$ cat config.mk
export PLATFORM = sky130hd
export DESIGN_NAME = l3_neuron_bwd
export DESIGN_NICKNAME = d
export VERILOG_FILES = /design/src/rtl/l3_neuron_bwd.sv
export SDC_FILE = /design/constraint.sdc
export NUM_CORES = 2
export LEC_CHECK = 0
export BUFFER_PORTS_ARGS = -buffer_cell sky130_fd_sc_hd__buf_4
export CORE_AREA = 2 2 371 373
export DETAILED_ROUTE_END_ITERATION = 16
export DIE_AREA = 0 0 373 375
export GPL_TIMING_DRIVEN = 0
export SLEW_MARGIN = 20
export SYNTH_ARGS = -nofsm -noshare
export SYNTH_HDL_FRONTEND = slang
export SYNTH_SLANG_ARGS = --single-unit
$ cat constraint.sdc
create_clock -name clk -period 13.15 [get_ports clk]
set_clock_uncertainty 0.15 [all_clocks]
set_input_delay 1.9725 -clock clk [delete_from_list [all_inputs] [get_ports clk]]
set_output_delay 1.9725 -clock clk [all_outputs]
set_load 0.02 [all_outputs]
$ cat src/rtl/l3_neuron_bwd.sv
// Backward-pass unit for an N-input ReLU neuron: one element per cycle through a shared multiplier pair.
// Optional macro L3_NEURON_BWD_SAT_FLAG_EN adds a sat_flag output reporting any clamp in the transaction.
module l3_neuron_bwd #(
    parameter int N        = 4,
    parameter int WIDTH    = 16,
    parameter int FRAC     = 8,
    parameter int LR_SHIFT = 4
) (
    input  logic                 clk,
    input  logic                 rst_n,
    // Handshake: a transfer happens on a rising edge where valid and ready are both high;
    // the context is sampled only on that edge, results are held until out_ready is seen.
    input  logic                 in_valid,
    output logic                 in_ready,
    input  logic [N*WIDTH-1:0]   x,
    input  logic [N*WIDTH-1:0]   w,
    input  logic [WIDTH-1:0]     b,
    input  logic [WIDTH-1:0]     y,
    input  logic [WIDTH-1:0]     grad_y,
    output logic                 out_valid,
    input  logic                 out_ready,
    output logic [N*WIDTH-1:0]   w_new,
    output logic [WIDTH-1:0]     b_new,
    output logic [N*WIDTH-1:0]   grad_x,
`ifdef L3_NEURON_BWD_SAT_FLAG_EN
    output logic                 sat_flag,
`endif
    output logic [1:0]           dbg_state
);

    typedef enum logic [1:0] {IDLE = 2'd0, RUN = 2'd1, DONE = 2'd2} state_t;

    localparam int IW = (N > 1) ? $clog2(N) : 1;
    localparam int PW = 2 * WIDTH;
    localparam int EW = 2 * WIDTH + 1;

    state_t                  state;
    logic [IW-1:0]           idx;
    logic signed [WIDTH-1:0] x_r [N];
    logic signed [WIDTH-1:0] w_r [N];
    logic signed [WIDTH-1:0] wn_r [N];
    logic signed [WIDTH-1:0] gx_r [N];
    logic signed [WIDTH-1:0] b_r, delta_r, bn_r;

    logic signed [WIDTH-1:0] cur_x, cur_w, d_sh;
    logic signed [PW-1:0]    d_ext, x_ext, w_ext;
    logic signed [PW-1:0]    prod_w, prod_x, prod_w_sh, prod_x_sh;
    logic [EW-1:0]           gx_wide, wn_wide, bn_wide;
    logic                    last;

    // Clamp an extended difference/product back into the signed WIDTH range.
    function automatic logic [WIDTH-1:0] sat_val(input logic [EW-1:0] v);
        logic [WIDTH-1:0] r;
        if (v[EW-1:WIDTH-1] == '0 || v[EW-1:WIDTH-1] == '1)
            r = v[WIDTH-1:0];
        else if (v[EW-1])
            r = {1'b1, {(WIDTH-1){1'b0}}};
        else
            r = {1'b0, {(WIDTH-1){1'b1}}};
        return r;
    endfunction

`ifdef L3_NEURON_BWD_SAT_FLAG_EN
    function automatic logic is_ovf(input logic [EW-1:0] v);
        return !(v[EW-1:WIDTH-1] == '0 || v[EW-1:WIDTH-1] == '1);
    endfunction
    logic sat_r;
`endif

    assign cur_x = x_r[idx];
    assign cur_w = w_r[idx];
    assign d_ext = {{WIDTH{delta_r[WIDTH-1]}}, delta_r};
    assign x_ext = {{WIDTH{cur_x[WIDTH-1]}}, cur_x};
    assign w_ext = {{WIDTH{cur_w[WIDTH-1]}}, cur_w};
    assign prod_w    = d_ext * w_ext;
    assign prod_x    = d_ext * x_ext;
    assign prod_w_sh = prod_w >>> FRAC;
    assign prod_x_sh = prod_x >>> (FRAC + LR_SHIFT);
    assign d_sh      = delta_r >>> LR_SHIFT;

    assign gx_wide = {prod_w_sh[PW-1], prod_w_sh};
    assign wn_wide = {{(WIDTH+1){cur_w[WIDTH-1]}}, cur_w} - {prod_x_sh[PW-1], prod_x_sh};
    assign bn_wide = {{(WIDTH+1){b_r[WIDTH-1]}}, b_r} - {{(WIDTH+1){d_sh[WIDTH-1]}}, d_sh};
    assign last    = (idx == IW'(N - 1));

    always_ff @(posedge clk or negedge rst_n) begin
        if (!rst_n) begin
            state     <= IDLE;
            idx       <= '0;
            out_valid <= 1'b0;
            b_r       <= '0;
            delta_r   <= '0;
            bn_r      <= '0;
            for (int i = 0; i < N; i++) begin
                x_r[i]  <= '0;
                w_r[i]  <= '0;
                wn_r[i] <= '0;
                gx_r[i] <= '0;
            end
`ifdef L3_NEURON_BWD_SAT_FLAG_EN
            sat_r <= 1'b0;
`endif
        end else begin
            case (state)
                IDLE: begin
                    if (in_valid) begin
                        for (int i = 0; i < N; i++) begin
                            x_r[i] <= x[i*WIDTH +: WIDTH];
                            w_r[i] <= w[i*WIDTH +: WIDTH];
                        end
                        b_r <= b;
                        // ReLU derivative: gradient passes only where the forward output was positive.
                        delta_r <= (!y[WIDTH-1] && (y != '0)) ? grad_y : '0;
                        idx     <= '0;
                        state   <= RUN;
`ifdef L3_NEURON_BWD_SAT_FLAG_EN
                        sat_r <= 1'b0;
`endif
                    end
                end
                RUN: begin
                    gx_r[idx] <= sat_val(gx_wide);
                    wn_r[idx] <= sat_val(wn_wide);
                    idx       <= idx + 1'b1;
`ifdef L3_NEURON_BWD_SAT_FLAG_EN
                    sat_r <= sat_r | is_ovf(gx_wide) | is_ovf(wn_wide) | (last & is_ovf(bn_wide));
`endif
                    if (last) begin
                        bn_r      <= sat_val(bn_wide);
                        out_valid <= 1'b1;
                        idx       <= '0;
                        state     <= DONE;
                    end
                end
                DONE: begin
                    if (out_ready) begin
                        out_valid <= 1'b0;
                        state     <= IDLE;
                    end
                end
                default: state <= IDLE;
            endcase
        end
    end

    assign in_ready  = (state == IDLE);
    assign dbg_state = state;
    assign b_new     = bn_r;
`ifdef L3_NEURON_BWD_SAT_FLAG_EN
    assign sat_flag  = sat_r;
`endif

    for (genvar g = 0; g < N; g++) begin : g_pack
        assign w_new[g*WIDTH +: WIDTH]  = wn_r[g];
        assign grad_x[g*WIDTH +: WIDTH] = gx_r[g];
    end

endmodule

Word level (Yosys, flattened, before mapping) --
Index checks and enable logic that the tools add are counted.
Storage, ports and cells: flip-flop bits (word level) 309, bits in latches 0, RAM bits 0, ROM bits 0, output and inout port bits 148, word-level logic and storage cells 86, memories kept 0
Cells by class: add/subtract/negate cells 3, multipliers 2, div/mod/pow operators 0, magnitude comparators 2, eq/ne operators 9, shift-type cells 0, mux-type cells 29, bitwise gates (word level) 1, reduce and logical (&&, ||, !) cells 18
Operators by type and width (number):
- $mux 16 | 14
- $bwmux 64 | 2
- $bmux 16 s2 | 2
- $mul 16x16->32 | 2
- $eq 18x18->1 const B | 3
- $logic_not 18->1 | 3
- $demux 16 s2 | 1
- $sub 16x20->21 | 1
- $sub 16x12->17 | 1
- $reduce_bool 16->1 | 1
- $mux 2 | 5
- $ne 2x2->1 const B | 3
- $pmux 2 s3 | 1
- $reduce_and 2->1 | 3
- $reduce_and 3->1 | 2
- $eq 2x2->1 const B | 2
- $pmux 2 s2 | 1
- $reduce_bool 2->1 | 2
- $ge 3x3->1 const B | 1
- $logic_or 1x1->1 | 3
- $lt 3x1->1 const B | 1
- $not 2->3 | 1
- $add 2x1->2 const B | 1
- $eq 2x1->1 const B | 1
- other kinds (5) | 7

Depth between registers and ports, before layout --
word-level depth 11, depth in mapped cells 39, depth with buffers taken out 34

Worst setup path before layout --
No wires, ideal clock.
path type reg2reg, start point reg idx[0], end point reg wn_r, in the netlist w_new[5], arrival time 10284 ps, data required time 12870 ps, slack 2586 ps, stages on the path, launching flop included 38, period minus slack after synthesis 10564 ps, cell sequence dfrtp_1 -> buf_6 -> buf_1 -> buf_1 -> mux4_2 -> clkbuf_1 -> nand2_1 -> fa_1 -> fa_1 -> fa_1 -> inv_1 -> fa_1 -> fa_1 -> inv_1 -> fa_1 -> inv_1 -> ha_1 -> a21oi_1 -> (+2 left out) -> or2_2 -> a21oi_1 -> nor2b_1 -> o21a_1 -> nor2_1 -> xor2_1 -> ha_1 -> a21o_1 -> a21o_1 -> a2111oi_0 -> nor3_1 -> a221o_1 -> o21ai_0 -> or3b_1 -> o41a_1 -> clkbuf_1 -> a21oi_1 -> a21oi_1
On the way: word-level cells in the longest chain between the ends 11, elaborated cells between the ends (all ways) 21
RTL lines:
- start: declaration | line 38 | logic [IW-1:0] idx;
- start signal: assignment | line 124 | idx <= idx + 1'b1;
- $not 2->3 (implied by the code) * | line 70, 71, 123
- $bmux 16 s2 | line 70 | assign cur_x = x_r[idx];
- $mux 16 (implied by the code) (2 in series) | line 70
- $mul 16x16->32 | line 76 | assign prod_x = d_ext * x_ext;
- $sub 16x20->21 | line 82 | assign wn_wide = {{(WIDTH+1){cur_w[WIDTH-1]}}, cur_w} - {prod_x_sh[PW-1], prod_x_sh};
- $eq 18x18->1 or $logic_not 18->1 (tied branches) | line 54 | if (v[EW-1:WIDTH-1] == '0 || v[EW-1:WIDTH-1] == '1)
- $logic_or 1x1->1 | line 54
- $mux 16 | line 54
- $mux 16 | line 104 | case (state)
- $bwmux 64 * | line 123 | wn_r[idx] <= sat_val(wn_wide);
- end signal: indexed assignment | line 123
- end: declaration | line 41 | logic signed [WIDTH-1:0] wn_r [N];
Every way passes the cells marked *; elsewhere a longest branch is shown, timed or not. The select of a mux whose other input is x is not followed. A chain may end at the register's enable or synchronous reset.

Worst setup path after layout --
start point reg idx[1], end point reg wn_r, in the netlist w_new[5]
The elaborated chain is that of the path after synthesis.

==> results.cfg <==
[logic_synthesis]
syn_inst = 3355
synth_largest_area_cell = fa_1
synth_top_area_frac = 0.311
async_flop_share = 1.00
synth_edf_count = 0
synth-seq-cells = 309
synthTopCellsByArea = fa_1 31%, dfrtp_1 23%, ha_1 7.3%
avgSynthCellArea_sq_um = 10.1
ys_seq_area_frac = 0.229
synth_area_sq_mm = 0.0338
synth_common_cells = 603 x inv_1, 524 x fa_1, 452 x nand2_1
synth_most_common_cell = inv_1
synthesis.nets = 4257
yosys_most_used_dff = dfrtp_1
synth.distinct_cells = 76
yosys_warnings = 0

[critical_path]
endpoint_kind = flop
cp_slowest_cell = a21oi_1
r2r_cells = 36
arrival_ns = 12.42
r2r_start = idx[1]$_DFFE_PN0P_
required_ns = 13.45
cpPeakStageDelay_ns = 0.67
startpoint_type = flop
crit_type = flop to flop
r2r_setup_slack_ns = 1.03
critPathMaxFanout = 17
crit_path_frequent_cell = fa_1
reg2reg_to = w_new[5]$_DFFE_PN0P_

[place]
place_congestion = 0.918
hpwl_mm = 92.0
numPortBuffers = 327
dp.cells = 5479
dp_slack_ns = -0.532

[timing]
finalSetupViolCount = 0
grt_setup_unrepaired = false
report.final.slew_viol_count = 0
period_minus_slack_ns = 12.12
hold_viol_final = 0
whs_ns = 0.329
max_slew.worst_pin.slew_ns = 1.09
timing.fmax_ghz = 0.0825
relSlewSlack = 0.274
fin_ws_ns = 1.03
finalCritPeriodShare = 0.922
finalSetupTns_ns = 0

[die]
die_area_sq_mm = 0.140
die_x_um = 373
io_pins = 328
initial_core_util = 0.248
floorplan.rows = 136
core-area_sq_mm = 0.136
die_h_um = 375

[flow_run]
maxCapViolations = 0

[clock_tree]
clockRootBuffer = clkbuf_16
cts-htree-levels = 2
clk_path_buf_depth = 3
cts.clk_slew.worst_paths_ns = 0.06
cts.sinks = 309
cts_made_buffers = 38
cts_tree = yes
cts_hold_buf = 0
insertion_delay_ns = 0.62

[routing]
dr.first_iter.drc_count = 1605
drcViolationCount = 0
drt_first_pass_iters = 5
final_antenna_net_count = 0
vias = 25349
wirelength_mm = 112
routed_via_density = 4.56
wl_per_cell_um = 20.2

[final_layout]
nets = 4625
drive_above_1_share = 0.175
syn_to_final_growth_pct = 18.1
stdcell_count = 5553

[worst_hold_path]
min-delay-start = w_new[36]$_DFFE_PN0P_
whs_path_depth = 2
hold_class = flop to flop
min_to = w_new[36]$_DFFE_PN0P_

[global_route]
antenna_found_initial = 8
grtUsageTotal = 0.163
grt_max_degree = 94
grt_pass1_wl_mm = 171
grt_overflow = 0
first_global_vias = 27214

[status]
status = complete, no violations
cell usage in the layout, fill, tap and decap left out, types with 10 or more instances in the layout:
cell type,Yosys,final
a21oi_1,134,134
clkbuf_1,120,124
a21o_1,29,29
o21a_1,11,11
buf_1,13,10
nand2b_1,24,24
a31oi_1,14,14
xor2_1,23,23
o21ai_0,110,109
clkbuf_16,0,39
mux2_2,147,147
nand3_1,14,14
and2_1,204,204
nand2_1,452,452
nor2b_1,11,11
nor2_1,97,96
a22oi_1,16,16
clkbuf_8,0,11
xnor2_1,54,53
buf_4,5,331
a22o_1,18,18
nor3_1,20,20
ha_1,198,198
dfrtp_1,309,309
mux4_2,31,31
fa_1,524,524
inv_1,603,603
a22oi_2,37,37
kinds of logic (layout without fill, tap and decap cells):
group           count (synthesis)  after routing  synth area share
simple gates                  878            878             0.123
buf+inv                       750           1145            0.0851
fa+ha+maj                     722            722             0.384
compound gates                440            440            0.0893
flops                         309            309             0.229
mux                           179            179            0.0700
xor+xnor                       77             77            0.0200
other cells                     0              9                 0
registers in the layout (all words and copies together), names as in the netlist:
name       flops
idx            2
grad_x        64
out_valid      1
w_new         64
w_r           64
delta_r       16
b_new         16
b_r           16
dbg_state      2
x_r           64
area by class of cell:
class	instances	area, sq um
antenna	9	22.5
buffer	145	609
clock buffer	56	1150
clock inverter	11	119
fill	14127	96400
inverter	603	2260
multi-input combinational	2296	23200
sequential	309	7730
tap	1794	2240
timing repair buffer	330	2540
per-stage QoR:
step                 util  cell area, sq um
floorplan               -             33800
global placement    0.282             38500
detailed placement  0.283             38600
CTS                 0.293             39900
global route        0.293             39900
finish              0.293             39900
critical path: cells and delay by family (launching register included):
family                   cells  cell delay (ns)
flip-flops                   1             0.37
buffers and inverters        7             1.80
XOR/XNOR                     1             0.28
AND/OR/NAND/NOR              7             1.65
multiplexers                 1             0.52
AO/OA/AOI/OAI               12             3.35
adder cells (fa/ha/maj)      8             3.78
timing repair:
item | 4_1_cts | 5_1_grt
endpoints found under the setup margin | 52 | 45
gates cloned | 0 | 0
buffers inserted | 0 | 0
pin swaps | 0 | 0
resized for setup | 2 | 0
layer usage:
metal  routed length, um  vias up  share of wire  GRT usage
li1                    -    11341              -          -
met1               48200    12887           0.43      0.209
met2               50900      875           0.45      0.262
met3                8040      240          0.072     0.0379
met4                5240        6          0.047     0.0676
met5                  40        -        0.00036          0
worst max-delay path by stage:
stage | start | to | depth (start not counted)
final | idx[1]$_DFFE_PN0P_ | w_new[5]$_DFFE_PN0P_ | 36
after global routing | idx[1]$_DFFE_PN0P_ | w_new[60]$_DFFE_PN0P_ | 36
after CTS | idx[0]$_DFFE_PN0P_ | w_new[60]$_DFFE_PN0P_ | 37
after detailed placement | idx[1]$_DFFE_PN0P_ | w_new[60]$_DFFE_PN0P_ | 36
after global placement | idx[0]$_DFFE_PN0P_ | w_new[28]$_DFFE_PN0P_ | 35
after floorplan | idx[0]$_DFFE_PN0P_ | w_new[5]$_DFFE_PN0P_ | 37
Power is not shown: default switching activity piles up to over one toggle a cycle in this logic, so the estimate is an artifact.
